## src/rtl/reindeer_mtimer_pkg.sv

```systemverilog
// Shared register map and reset constants for the reindeer machine timer.
package reindeer_mtimer_pkg;

    localparam logic [1:0]  MTIMER_ADDR_MTIME_LO    = 2'd0;
    localparam logic [1:0]  MTIMER_ADDR_MTIME_HI    = 2'd1;
    localparam logic [1:0]  MTIMER_ADDR_MTIMECMP_LO = 2'd2;
    localparam logic [1:0]  MTIMER_ADDR_MTIMECMP_HI = 2'd3;

    localparam logic [63:0] MTIMER_CMP_RESET = 64'hFFFF_FFFF_FFFF_FFFF;

endpackage

```

## src/rtl/reindeer_mtimer_prescaler.sv

```systemverilog
// Tick generator for mtime: one tick every PRESCALE_DIV clk cycles.
// Instantiated only when REINDEER_MTIMER_PRESCALER_EN is defined.
module reindeer_mtimer_prescaler #(
    parameter int PRESCALE_DIV = 100
) (
    input  logic clk,
    input  logic reset_n,
    input  logic sync_reset,
    input  logic clear,
    output logic tick
);

    localparam int CNT_W = (PRESCALE_DIV > 1) ? $clog2(PRESCALE_DIV) : 1;
    localparam logic [CNT_W-1:0] CNT_LAST = CNT_W'(PRESCALE_DIV - 1);

    logic [CNT_W-1:0] r_count;
    logic             w_terminal;

    // With PRESCALE_DIV=1 the count is pinned at 0, so every cycle ticks.
    assign w_terminal = (r_count == CNT_LAST);
    assign tick       = w_terminal;

    always_ff @(posedge clk or negedge reset_n) begin
        if (!reset_n) begin
            r_count <= '0;
        end else if (sync_reset || clear || w_terminal) begin
            r_count <= '0;
        end else begin
            r_count <= r_count + CNT_W'(1);
        end
    end

endmodule

```

## src/rtl/reindeer_mtimer.sv

```systemverilog
// Machine timer: 64-bit mtime/mtimecmp on a 32-bit register port, level trigger to the CSR block.
// Build option: REINDEER_MTIMER_PRESCALER_EN divides the mtime tick by PRESCALE_DIV.
module reindeer_mtimer
    import reindeer_mtimer_pkg::*;
#(
    parameter int XLEN          = 32,
    parameter int REG_ADDR_BITS = 2,
    parameter int PRESCALE_DIV  = 100
) (
    input  logic                     clk,
    input  logic                     reset_n,
    input  logic                     sync_reset,
    input  logic                     reg_write_enable,
    input  logic                     reg_read_enable,
    input  logic [REG_ADDR_BITS-1:0] reg_addr,
    input  logic [XLEN-1:0]          reg_write_data,
    output logic                     reg_ack,
    output logic [XLEN-1:0]          reg_read_data,
    output logic                     timer_triggered
);

    localparam int CW = 2 * XLEN;

    logic [CW-1:0]   r_mtime;
    logic [CW-1:0]   r_mtimecmp;
    logic [XLEN-1:0] r_cmp_lo_shadow;
    logic [XLEN-1:0] r_mtime_hi_snap;
    logic [XLEN-1:0] r_read_data;
    logic            r_ack;
    logic            r_triggered;

    logic w_wr;
    logic w_rd;
    logic w_wr_mtime_lo;
    logic w_wr_mtime_hi;
    logic w_wr_cmp_lo;
    logic w_wr_cmp_hi;
    logic w_tick;

    // A simultaneous read and write strobe is treated as a write only.
    assign w_wr = reg_write_enable;
    assign w_rd = reg_read_enable & ~reg_write_enable;

    assign w_wr_mtime_lo = w_wr && (reg_addr == REG_ADDR_BITS'(MTIMER_ADDR_MTIME_LO));
    assign w_wr_mtime_hi = w_wr && (reg_addr == REG_ADDR_BITS'(MTIMER_ADDR_MTIME_HI));
    assign w_wr_cmp_lo   = w_wr && (reg_addr == REG_ADDR_BITS'(MTIMER_ADDR_MTIMECMP_LO));
    assign w_wr_cmp_hi   = w_wr && (reg_addr == REG_ADDR_BITS'(MTIMER_ADDR_MTIMECMP_HI));

`ifdef REINDEER_MTIMER_PRESCALER_EN
    reindeer_mtimer_prescaler #(
        .PRESCALE_DIV(PRESCALE_DIV)
    ) u_prescaler (
        .clk       (clk),
        .reset_n   (reset_n),
        .sync_reset(sync_reset),
        .clear     (w_wr_mtime_lo | w_wr_mtime_hi),
        .tick      (w_tick)
    );
`else
    // Undivided: tick every cycle; an illegal divider of 0 holds mtime instead.
    assign w_tick = (PRESCALE_DIV >= 1);
`endif

    always_ff @(posedge clk or negedge reset_n) begin
        if (!reset_n) begin
            r_mtime         <= '0;
            r_mtimecmp      <= CW'(MTIMER_CMP_RESET);
            r_cmp_lo_shadow <= '0;
            r_mtime_hi_snap <= '0;
            r_read_data     <= '0;
            r_ack           <= 1'b0;
            r_triggered     <= 1'b0;
        end else if (sync_reset) begin
            r_mtime         <= '0;
            r_mtimecmp      <= CW'(MTIMER_CMP_RESET);
            r_cmp_lo_shadow <= '0;
            r_mtime_hi_snap <= '0;
            r_read_data     <= '0;
            r_ack           <= 1'b0;
            r_triggered     <= 1'b0;
        end else begin
            // A half write replaces only that half and swallows this cycle's tick.
            if (w_wr_mtime_lo) begin
                r_mtime[XLEN-1:0] <= reg_write_data;
            end else if (w_wr_mtime_hi) begin
                r_mtime[CW-1:XLEN] <= reg_write_data;
            end else if (w_tick) begin
                r_mtime <= r_mtime + CW'(1);
            end

            if (w_wr_cmp_lo) begin
                r_cmp_lo_shadow <= reg_write_data;
            end
            if (w_wr_cmp_hi) begin
                r_mtimecmp <= {reg_write_data, r_cmp_lo_shadow};
            end

            r_ack <= w_wr | w_rd;

            if (w_rd) begin
                case (reg_addr)
                    REG_ADDR_BITS'(MTIMER_ADDR_MTIME_LO): begin
                        r_read_data     <= r_mtime[XLEN-1:0];
                        r_mtime_hi_snap <= r_mtime[CW-1:XLEN];
                    end
                    REG_ADDR_BITS'(MTIMER_ADDR_MTIME_HI):    r_read_data <= r_mtime_hi_snap;
                    REG_ADDR_BITS'(MTIMER_ADDR_MTIMECMP_LO): r_read_data <= r_mtimecmp[XLEN-1:0];
                    REG_ADDR_BITS'(MTIMER_ADDR_MTIMECMP_HI): r_read_data <= r_mtimecmp[CW-1:XLEN];
                    default: ;
                endcase
            end

            r_triggered <= (r_mtime >= r_mtimecmp);
        end
    end

    assign reg_ack         = r_ack;
    assign reg_read_data   = r_read_data;
    assign timer_triggered = r_triggered;

endmodule

```

## config.mk

```make
export PLATFORM = sky130hd
export DESIGN_NAME = reindeer_mtimer
export DESIGN_NICKNAME = d
export VERILOG_FILES = /design/src/rtl/reindeer_mtimer_pkg.sv /design/src/rtl/reindeer_mtimer_prescaler.sv /design/src/rtl/reindeer_mtimer.sv
export SDC_FILE = /design/constraint.sdc
export NUM_CORES = 1
export LEC_CHECK = 0
export BUFFER_PORTS_ARGS = -buffer_cell sky130_fd_sc_hd__buf_2
export CELL_PAD_IN_SITES_DETAIL_PLACEMENT = 1
export CELL_PAD_IN_SITES_GLOBAL_PLACEMENT = 1
export CORE_MARGIN = 5
export CORE_UTILIZATION = 41
export DETAILED_ROUTE_END_ITERATION = 10
export GPL_ROUTABILITY_DRIVEN = 0
export GPL_TIMING_DRIVEN = 0
export PLACE_DENSITY = 0.78
export SYNTH_ARGS = -nofsm -noshare
export SYNTH_HDL_FRONTEND = slang
export SYNTH_SLANG_ARGS = --single-unit
```

## constraint.sdc

```tcl
create_clock -name clk -period 2.7 [get_ports clk]
set_input_delay 0.405 -clock clk [delete_from_list [all_inputs] [get_ports clk]]
set_output_delay 0.405 -clock clk [all_outputs]
set_load 0.005 [all_outputs]
```

==> impl_metrics.py, run 1 <==
metrics = {
    "timing": {
        "finalSetupViolations": 0,
        "timing.clock.skew_ns": 0.00865,
        "hold_slack_ns": 0.142,
        "finalHoldViolations": 0,
        "period_share_pct": 98.5,
        "timing.final.max_slew_violations": 0,
        "worst_slew_margin_rel_pct": 7.47,
        "tightest_slew_ns": 1.38,
        "fmax_mhz": 376,
        "post-route-min-period_ns": 2.66,
    },
    "synthesis": {
        "netlist-cell-type-count": 66,
        "syn_area_um2": 12700,
        "synth_edf_count": 0,
        "flip_flop_and_latch_count_after_synthesis": 226,
        "synth-main-ff-cell": "sky130_fd_sc_hd__dfrtp_1",
        "synthCells": 1250,
        "syn-mean-instance-area_um2": 10.2,
        "post_synth_arst_share_pct": 100,
        "yosysWarningCount": 0,
        "syn_nets": 1354,
        "synth.yosys.seq_area_share_pct": 45.2,
    },
    "cts": {
        "cts_inserted_buffers": 27,
        "tritoncts_sinks": 226,
        "maximum_buffer_depth_of_the_clock_tree": 3,
        "cts_tree": "yes",
        "cts.root.buffer_cell": "sky130_fd_sc_hd__clkbuf_16",
        "clock_slew_at_the_register_clock_pins_of_the_worst_setup_and_hold_paths_ns": 0.06,
        "clk_latency_ns": 0.55,
        "cts.htree.levels": 1,
    },
    "route": {
        "detail_route.vias_per_cell": 6.57,
        "routedWlPerCell_um": 27.7,
        "detail_route.first_pass.iterations": 5,
        "drt-initial-drc-count": 1151,
        "drt_drc_violations_left": 0,
        "finalWirelength_mm": 49.5,
        "post_route_ant_nets": 0,
        "vias": 11700,
    },
    "grt": {
        "grt.total_usage_pct": 28.5,
        "grt_start_max_net_pins": 120,
        "first_global_vias": 12200,
        "first_pass_grt_wire_length_mm": 75.2,
        "antenna_violations_before_repair": 0,
        "global_route.overflow_total": 0,
    },
    "worst_setup_path": {
        "critical_path.top_delay_family": "simple AND/OR/NAND/NOR gates",
        "timing.critical_path.fanout_max": 7,
        "worst-r2r-cell-count": 6,
        "critical_path_depth": 6,
        "crit_type": "reg -> reg",
        "endpoint_required_time_on_the_critical_path_ns": 3.16,
        "setup.worst_path.start_class": "register",
        "cp_data_arrival_time_ns": 3.12,
        "cp_slowest_cell": "sky130_fd_sc_hd__dfrtp_1",
        "timing.critical_path.cells": "and4_1, nand4_1, or2_2, or4_1, or3_1, a31oi_1",
        "max_stage_delay_ns": 0.52,
        "count_of_buffering_cells_on_the_critical_path_with_inverters_included": 0,
        "endpoint_kind": "register",
    },
    "power_and_ir_drop": {
        "power.static_leakage_nw": 6.85,
        "power.density_cell_area_nw_per_um2": 577,
        "worst_ir_drop_vdd_mv": 0.469,
        "p_total_w": 0.00859,
    },
    "placement": {
        "place.detailed.hpwl_mm": 35.6,
        "io_buffers": 70,
    },
    "job": {
        "number_of_maximum_capacitance_constraint_violations": 0,
    },
    "die": {
        "core.rowCount": 64,
        "floorplan.initialDensity_pct": 41.5,
        "core_area_um2": 30600,
        "chipHeight_um": 186,
        "ios": 73,
        "die_width_um": 186,
        "dieArea_um2": 34600,
    },
    "finish": {
        "num_antenna_cells": 0,
        "synthToLayoutAreaGrowth_pct": 17.2,
        "post_route_cells_drive_above_1_share_pct": 20.9,
        "num-nets-final": 1473,
    },
    "min_path": {
        "min-delay-path-class": "in -> reg",
        "whs_path_cells": 3,
    },
    "run_status": {
        "outcome": "finished, final reports clean",
    },
}
[cell type report]
type	count	area, um2
fill	3414	15700
multi-input combinational	856	6450
sequential	226	5750
clock buffer	42	802
timing repair buffer	92	561
tap	396	495
buffer	91	387
inverter	75	282
clock inverter	8	146
[synthesized netlist by cell type, types with 4 or more instances]
cell type                  instances  area share, %
sky130_fd_sc_hd__nand2b_1          5           0.25
sky130_fd_sc_hd__a21o_1           10           0.59
sky130_fd_sc_hd__a211o_1          63            4.3
sky130_fd_sc_hd__o22ai_1          11           0.54
sky130_fd_sc_hd__nand4_1          36            1.8
sky130_fd_sc_hd__or3_1             9           0.44
sky130_fd_sc_hd__or4_1             6           0.35
sky130_fd_sc_hd__clkbuf_1         79            2.3
sky130_fd_sc_hd__ha_1             65            6.4
sky130_fd_sc_hd__dfstp_2          64             13
sky130_fd_sc_hd__buf_1             9           0.27
sky130_fd_sc_hd__nand3_1          31            1.2
sky130_fd_sc_hd__inv_1            75            2.2
sky130_fd_sc_hd__mux4_2           32            5.7
sky130_fd_sc_hd__a21oi_1          62            2.4
sky130_fd_sc_hd__a22o_1           97            6.7
sky130_fd_sc_hd__mux2i_1           7           0.55
sky130_fd_sc_hd__and4_1            9           0.62
sky130_fd_sc_hd__nor4_1           13           0.64
sky130_fd_sc_hd__o211ai_1          4           0.24
sky130_fd_sc_hd__xnor2_1           4           0.28
sky130_fd_sc_hd__a22oi_1          31            1.8
sky130_fd_sc_hd__nand2_1          71            2.1
sky130_fd_sc_hd__o31ai_1           7           0.41
sky130_fd_sc_hd__nor3_1           16           0.63
sky130_fd_sc_hd__dfrtp_1         162             32
sky130_fd_sc_hd__and3_1           14           0.69
sky130_fd_sc_hd__o21ai_0          42            1.7
sky130_fd_sc_hd__xor2_1            9           0.62
sky130_fd_sc_hd__nor2_1          120            3.5
sky130_fd_sc_hd__a211oi_1         14           0.83
sky130_fd_sc_hd__a221oi_1          7           0.48
sky130_fd_sc_hd__a31oi_1          15           0.74
[logic make-up (layout without fill, tap and decap cells)]
| group | count (synthesis) | after routing | share of synthesized area [%] |
|---|---|---|---|
| buffers and inverters | 168 | 308 | 5.06 |
| flip-flops | 226 | 226 | 45.2 |
| XOR/XNOR | 13 | 13 | 0.897 |
| multiplexers | 40 | 40 | 6.32 |
| AND/OR/NAND/NOR | 350 | 350 | 13.6 |
| adder cells (fa/ha/maj) | 65 | 65 | 6.41 |
| AO/OA/AOI/OAI | 388 | 388 | 22.6 |
[cell usage in the layout, fill, tap and decap left out, types with 63 or more instances in the layout]
cell and count:
sky130_fd_sc_hd__dfstp_2 64, sky130_fd_sc_hd__buf_2 72, sky130_fd_sc_hd__ha_1 65, sky130_fd_sc_hd__dfrtp_1 147
sky130_fd_sc_hd__nand2_1 71, sky130_fd_sc_hd__a211o_1 63, sky130_fd_sc_hd__clkbuf_1 77, sky130_fd_sc_hd__nor2_1 118
sky130_fd_sc_hd__a22o_1 97, sky130_fd_sc_hd__inv_1 75
[metal layers]
metal | wire length [um] | share of wire [%] | track usage (%)
met1 | 19900 | 40 | 38.0
met4 | 2920 | 5.9 | 14.2
met5 | 0 | 0 | 0
met2 | 22600 | 46 | 45.3
met3 | 4050 | 8.2 | 4.38
[power breakdown]
group	total, W	internal (W)	switching, W	leakage, nW
combinational	0.000975	0.000337	0.000637	3.52
sequential	0.00370	0.00356	0.000140	2.87
clock	0.00392	0.00241	0.00150	0.462
total	0.00859	0.00631	0.00228	6.85
[registers in the layout, indices dropped and copies added, names as in the netlist]
| name | flops |
|---|---|
| r_mtime_hi_snap | 32 |
| r_cmp_lo_shadow | 32 |
| r_mtime | 64 |
| timer_triggered | 1 |
| r_mtimecmp | 64 |
| reg_read_data | 32 |
| reg_ack | 1 |
[tightest hold or removal path, stage by stage]
cell	delay, ns
sky130_fd_sc_hd__buf_2	0.13
sky130_fd_sc_hd__nand2_1	0.06
sky130_fd_sc_hd__a21oi_1	0.05
[worst paths after layout]
path | start | to | slack (ns)
min in group asynchronous | reset_n | reg_read_data[2] | 0.47
max | r_mtime[35] | r_mtime[51] | 0.04
max in group asynchronous | reset_n | r_mtime[21] | 1.04
min | reg_write_data[16] | r_mtime[48] | 0.14
max reg2reg | r_mtime[35] | r_mtime[51] | 0.04
min reg2reg | r_cmp_lo_shadow[23] | r_mtimecmp[23] | 0.49
[per-stage QoR]
stage               setup slack (ns)  std cells  area, um2  util (%)   TNS, ns
finish                        0.0411       1786      14900      48.6         0
global route                -0.00751       1786      14900      48.6  -0.00751
CTS                          0.00545       1776      14800      48.2         0
detailed placement            -0.934       1718      13600      44.4    -94.95
global placement               -2.84       1716      13500      44.3   -630.77
floorplan                      0.221       1250      12700         -         0
[what timing repair did]
action | CTS | global route
pin swaps | 2 | 4
setup buffers | 9 | 10
hold endpoints to repair | 78 | 0
resized for setup | 35 | 29
hold buffers | 1 | 0
setup endpoints to repair | 67 | 59
Note: power is estimated with default switching activity, not from simulation.
==> run 2: changes to the inputs <==
- CORE_MARGIN: 5 -> not set
==> run 2 against run 1 <==
Die area decreased by 8.4%; the flow now finishes with violations (DRC); worst hold slack got worse by 0.0078 ns; cell count fell by 0.11%; first-iteration DRC count rose by 5.1%; clock skew is 0.0051 ns higher.
==> impl_metrics.py, run 2 (same netlist as run 1, synthesis figures left out) <==
metrics = {
    "run_status": {
        "outcome": "finished with violations",
        "failed_checks": "DRC",
    },
    "finish": {
        "synthToLayoutAreaGrowth_pct": 17.3,
        "num_antenna_cells": 0,
        "post_route_cells_drive_above_1_share_pct": 21.3,
        "top_flop_regs": "r_mtime (64), r_mtimecmp (64)",
        "stdcell_area_um2": 14900,
        "commonest_non_fill_non_tap_cell_in_the_layout": "sky130_fd_sc_hd__dfrtp_1",
        "layout.cells.most_common_list": "sky130_fd_sc_hd__dfrtp_1, sky130_fd_sc_hd__nor2_1, sky130_fd_sc_hd__a22o_1",
        "final_core_util_pct": 48.8,
        "num-nets-final": 1472,
    },
    "cts": {
        "cts_inserted_buffers": 27,
        "cts_tree": "yes",
        "cts.root.buffer_cell": "sky130_fd_sc_hd__clkbuf_16",
        "clock_slew_at_the_register_clock_pins_of_the_worst_setup_and_hold_paths_ns": 0.06,
        "maximum_buffer_depth_of_the_clock_tree": 3,
        "clk_latency_ns": 0.55,
        "cts.htree.levels": 1,
        "tritoncts_sinks": 226,
    },
    "power_and_ir_drop": {
        "worst_ir_drop_vdd_mv": 0.540,
        "power.static_leakage_nw": 6.86,
        "power.density_cell_area_nw_per_um2": 580,
    },
    "grt": {
        "grt_start_max_net_pins": 116,
        "first_global_vias": 12100,
        "global_route.overflow_total": 0,
        "antenna_violations_before_repair": 1,
        "first_pass_grt_wire_length_mm": 74.8,
        "grt.total_usage_pct": 31.6,
    },
    "timing": {
        "finalHoldViolations": 0,
        "finalSetupViolations": 0,
        "setup_ws_ns": 0.00311,
        "hold_slack_ns": 0.134,
        "timing.final.max_slew_violations": 0,
        "fmax_mhz": 371,
        "tightest_slew_ns": 1.13,
        "timing.clock.skew_ns": 0.0137,
        "post-route-min-period_ns": 2.70,
        "worst_slew_margin_rel_pct": 24.9,
        "period_share_pct": 99.9,
    },
    "route": {
        "detail_route.first_pass.iterations": 8,
        "finalWirelength_mm": 48.9,
        "vias": 11700,
        "detail_route.vias_per_cell": 6.58,
        "post_route_ant_nets": 0,
        "drt-initial-drc-count": 1210,
        "routedWlPerCell_um": 27.4,
        "drt_drc_violations_left": 2,
    },
    "placement": {
        "place_ws_ns": -0.937,
        "post_dp_cell_area_um2": 13600,
        "place.detailed.hpwl_mm": 35.4,
        "io_buffers": 70,
    },
    "die": {
        "chipHeight_um": 178,
        "floorplan.initialDensity_pct": 41.6,
        "core.rowCount": 64,
        "ios": 73,
        "core_area_um2": 30500,
        "dieArea_um2": 31700,
        "die_width_um": 178,
    },
    "job": {
        "number_of_maximum_capacitance_constraint_violations": 0,
    },
    "worst_setup_path": {
        "cp_data_arrival_time_ns": 3.16,
        "endpoint_required_time_on_the_critical_path_ns": 3.16,
        "count_of_buffering_cells_on_the_critical_path_with_inverters_included": 1,
        "timing.critical_path.cells": "inv_1, ha_1, nand4_1, nor4_2, nand2_1, a41oi_2, a21oi_1, o21ai_1",
        "max_stage_delay_ns": 0.62,
        "critical_path.top_delay_family": "simple AND/OR/NAND/NOR gates",
        "setup.worst_path.start_class": "register",
        "crit_type": "reg -> reg",
        "endpoint_kind": "register",
        "cp_slowest_cell": "sky130_fd_sc_hd__nor4_2",
        "timing.critical_path.fanout_max": 3,
    },
    "min_path": {
        "min-delay-path-class": "in -> reg",
    },
}
[run 2: changes by cell type in the layout (fill, tap and decap cells not counted), sizes merged]
cell / previous run / this run
clkbuf: 121 / 114
clkinv: 2 / 5
buf: 102 / 103
bufinv: 4 / 5
clkinvlp: 1 / 2
inv: 76 / 75
[run 2: worst min-delay path, stage by stage]
cell,delay (ns)
sky130_fd_sc_hd__buf_2,0.11
sky130_fd_sc_hd__nor2_1,0.04
sky130_fd_sc_hd__nor2_1,0.08
[run 2: per-stage QoR]
stage | total power [W] | TNS, ns | instances
2_1_floorplan | 0.00423 | 0 | 1250
6_report | 0.00864 | 0 | 1784
5_1_grt | 0.00889 | -0.0901 | 1784
3_3_place_gp | 0.00464 | -631.74 | 1716
4_1_cts | 0.00866 | -0.0128 | 1771
3_5_place_dp | 0.00469 | -85.55 | 1717
[run 2: timing repair]
action,in CTS,in global routing
endpoints found under the setup margin,68,70
pin swaps,1,5
cloned,0,0
hold endpoints to repair,24,0
setup buffers,6,13
hold buffers,1,0
gates resized for setup,33,30
[run 2: power by group]
| part | switching [W] | internal [W] | leakage [nW] | total (W) |
|---|---|---|---|---|
| Sequential | 0.000140 | 0.00356 | 2.88 | 0.00370 |
| Clock | 0.00153 | 0.00245 | 0.465 | 0.00397 |
| Combinational | 0.000632 | 0.000335 | 3.52 | 0.000968 |
| Total | 0.00230 | 0.00634 | 6.86 | 0.00864 |
[run 2: path summary, 6_finish.rpt]
path,to,from,slack (ns),depth (start not counted)
worst min register to register,r_mtimecmp[26],r_cmp_lo_shadow[26],0.49,1
worst min-delay path,reg_ack,reg_read_enable,0.13,3
max in group asynchronous,r_mtime[20],reset_n,1.07,3
worst max register to register,timer_triggered,r_mtimecmp[61],0.003,8
min in group asynchronous,reg_read_data[1],reset_n,0.51,2
worst max-delay path,timer_triggered,r_mtimecmp[61],0.003,8
[run 2: metal layers]
layer / GRT usage [%] / routed length (um) / vias to the layer above
li1: - / - / 4948
met1: 42.7 / 20300 / 6066
met2: 50.4 / 22400 / 571
met3: 4.39 / 3750 / 155
met4: 14.2 / 2530 / 0
met5: 0 / 0 / -
[run 2: cell type report]
cell class                 instances  area [um2]
fill                            3421       15600
multi-input combinational        856        6480
sequential                       226        5750
clock buffer                      37         763
timing repair buffer              91         541
tap                              396         495
buffer                            91         382
inverter                          75         282
clock inverter                    12         194
==> run 3: changes to the inputs <==
- CELL_PAD_IN_SITES_DETAIL_PLACEMENT: 1 -> 0
==> run 3 against run 2 <==
The run still ends with DRC left; maximum frequency is 1.1% higher; critical path type unchanged; largest power group is now registers; first-iteration DRC count is 1.1% higher; worst hold slack worse by 0.025 ns; setup slack better by 0.028 ns.
==> impl_metrics.py, run 3 (same netlist as run 1, synthesis figures left out) <==
metrics = {
    "cts": {
        "cts_inserted_buffers": 27,
        "tritoncts_sinks": 226,
        "cts.root.buffer_cell": "sky130_fd_sc_hd__clkbuf_16",
        "clk_latency_ns": 0.56,
        "cts_tree": "yes",
        "clock_slew_at_the_register_clock_pins_of_the_worst_setup_and_hold_paths_ns": 0.06,
        "maximum_buffer_depth_of_the_clock_tree": 3,
        "cts.htree.levels": 1,
    },
    "route": {
        "routedWlPerCell_um": 25.7,
        "vias": 11300,
        "detail_route.first_pass.iterations": 9,
        "detail_route.vias_per_cell": 6.34,
        "finalWirelength_mm": 45.7,
        "drt-initial-drc-count": 1223,
        "drt_drc_violations_left": 2,
        "post_route_ant_nets": 0,
    },
    "worst_setup_path": {
        "count_of_buffering_cells_on_the_critical_path_with_inverters_included": 1,
        "timing.critical_path.fanout_max": 2,
        "critical_path.top_delay_family": "compound AO/OA/AOI/OAI gates",
        "endpoint_kind": "register",
        "cp_data_arrival_time_ns": 3.08,
        "setup.worst_path.start_class": "register",
        "max_stage_delay_ns": 0.71,
        "cp_most_frequent_cell": "sky130_fd_sc_hd__a21oi_1",
        "timing.critical_path.cells": "inv_1, ha_1, a21oi_1, o21ai_0, a221oi_1, o211ai_1, a21oi_1, o21ai_1",
        "endpoint_required_time_on_the_critical_path_ns": 3.11,
        "cp_slowest_cell": "sky130_fd_sc_hd__a221oi_1",
        "crit_type": "reg -> reg",
        "worst-r2r-cell-count": 8,
        "critical_path_depth": 8,
    },
    "finish": {
        "num_antenna_cells": 0,
        "layout.cells.most_common_list": "sky130_fd_sc_hd__dfrtp_1, sky130_fd_sc_hd__nor2_1, sky130_fd_sc_hd__a22o_1",
        "commonest_non_fill_non_tap_cell_in_the_layout": "sky130_fd_sc_hd__dfrtp_1",
        "num-nets-final": 1469,
        "synthToLayoutAreaGrowth_pct": 16.1,
        "final_core_util_pct": 48.3,
        "post_route_cells_drive_above_1_share_pct": 20.9,
        "num-fill-cells": 2863,
        "stdcell_area_um2": 14700,
        "top_flop_regs": "r_mtime (64), r_mtimecmp (64)",
        "finish.cell_count_without_fillers": 1782,
    },
    "power_and_ir_drop": {
        "power.static_leakage_nw": 6.78,
        "power.density_cell_area_nw_per_um2": 552,
        "worst_ir_drop_vdd_mv": 0.512,
        "p_total_w": 0.00814,
    },
    "timing": {
        "fmax_mhz": 375,
        "unrepaired_setup_endpoints_after_global_routing": "false",
        "finalHoldViolations": 0,
        "tightest_slew_ns": 1.18,
        "timing.final.max_slew_violations": 0,
        "finalSetupViolations": 0,
        "worst_slew_margin_rel_pct": 21.6,
        "timing.clock.skew_ns": 0.0312,
        "setup_ws_ns": 0.0316,
        "period_share_pct": 98.8,
        "post-route-min-period_ns": 2.67,
    },
    "die": {
        "core.rowCount": 64,
        "die_width_um": 178,
        "floorplan.initialDensity_pct": 41.6,
        "core_area_um2": 30500,
        "chipHeight_um": 178,
        "ios": 73,
        "dieArea_um2": 31700,
    },
    "grt": {
        "grt.total_usage_pct": 29.1,
        "grt_start_max_net_pins": 116,
        "antenna_violations_before_repair": 0,
        "first_pass_grt_wire_length_mm": 68.3,
        "first_global_vias": 11000,
        "global_route.overflow_total": 0,
    },
    "run_status": {
        "outcome": "finished with violations",
        "failed_checks": "DRC",
    },
    "placement": {
        "place.detailed.hpwl_mm": 32.7,
        "place_ws_ns": -0.971,
        "io_buffers": 70,
        "post_dp_cell_area_um2": 13600,
        "dp.cells": 1717,
    },
    "min_path": {
        "min-delay-path-class": "in -> reg",
        "whs_path_cells": 3,
    },
    "job": {
        "number_of_maximum_capacitance_constraint_violations": 0,
    },
}
run 3: cell count changes in the layout (fill, tap and decap cells not counted), moves of 2 or more:
cell | before | now
sky130_fd_sc_hd__buf_4 | 20 | 17
sky130_fd_sc_hd__bufinv_16 | 5 | 0
sky130_fd_sc_hd__clkbuf_1 | 75 | 77
sky130_fd_sc_hd__clkbuf_2 | 7 | 9
sky130_fd_sc_hd__clkbuf_8 | 5 | 2
sky130_fd_sc_hd__clkinvlp_4 | 2 | 5
sky130_fd_sc_hd__inv_6 | 0 | 5
run 3: final timing paths:
check                                     from                to  slack, ns
max                             r_mtimecmp[27]   timer_triggered       0.03
min                            reg_read_enable           reg_ack       0.11
max reg2reg                     r_mtimecmp[27]   timer_triggered       0.03
min reg2reg                r_cmp_lo_shadow[26]    r_mtimecmp[26]       0.48
max in group asynchronous              reset_n       r_mtime[22]       1.11
min in group asynchronous              reset_n  reg_read_data[2]       0.52
run 3: timing repair:
action,4_1_cts,5_1_grt
gates resized for setup,33,29
hold buffers,1,0
setup buffers,7,9
endpoints found under the hold margin,25,0
setup endpoints to repair,67,81
pin swaps,1,6
run 3: power by group:
group,switching [W],total (W),internal (W)
combinational,0.000612,0.000945,0.000333
sequential,0.000134,0.00369,0.00356
clock,0.00158,0.00350,0.00193
total,0.00232,0.00814,0.00582
run 3: layout make-up:
class | count | area [um2] | share of cell area, %
inverter | 75 | 282 | 1.91
multi-input combinational | 856 | 6470 | 43.9
clock buffer | 36 | 729 | 4.95
clock inverter | 14 | 105 | 0.713
buffer | 91 | 383 | 2.60
timing repair buffer | 88 | 518 | 3.51
tap | 396 | 495 | 3.36
sequential | 226 | 5750 | 39.0
run 3: metal layers:
layer	global-route usage, %	share of wire [%]	up-vias
li1	-	-	4961
met1	40.2	42	5660
met2	45.0	45	541
met3	4.33	8.1	134
met4	13.6	4.9	0
met5	0	0	-
run 3: worst reg2reg max path, stage by stage (launching register included):
cell                       delay [ns]
sky130_fd_sc_hd__dfstp_2         0.53
sky130_fd_sc_hd__inv_1           0.06
sky130_fd_sc_hd__ha_1            0.28
sky130_fd_sc_hd__a21oi_1         0.13
sky130_fd_sc_hd__o21ai_0         0.32
sky130_fd_sc_hd__a221oi_1        0.71
sky130_fd_sc_hd__o211ai_1        0.21
sky130_fd_sc_hd__a21oi_1         0.17
sky130_fd_sc_hd__o21ai_1         0.11
run 3: stage by stage:
step                setup TNS [ns]  hold WS (ns)
detailed placement          -81.88         0.471
global route                     0         0.118
finish                           0         0.109
CTS                              0         0.102
global placement           -631.74         0.467
floorplan                        0         0.109
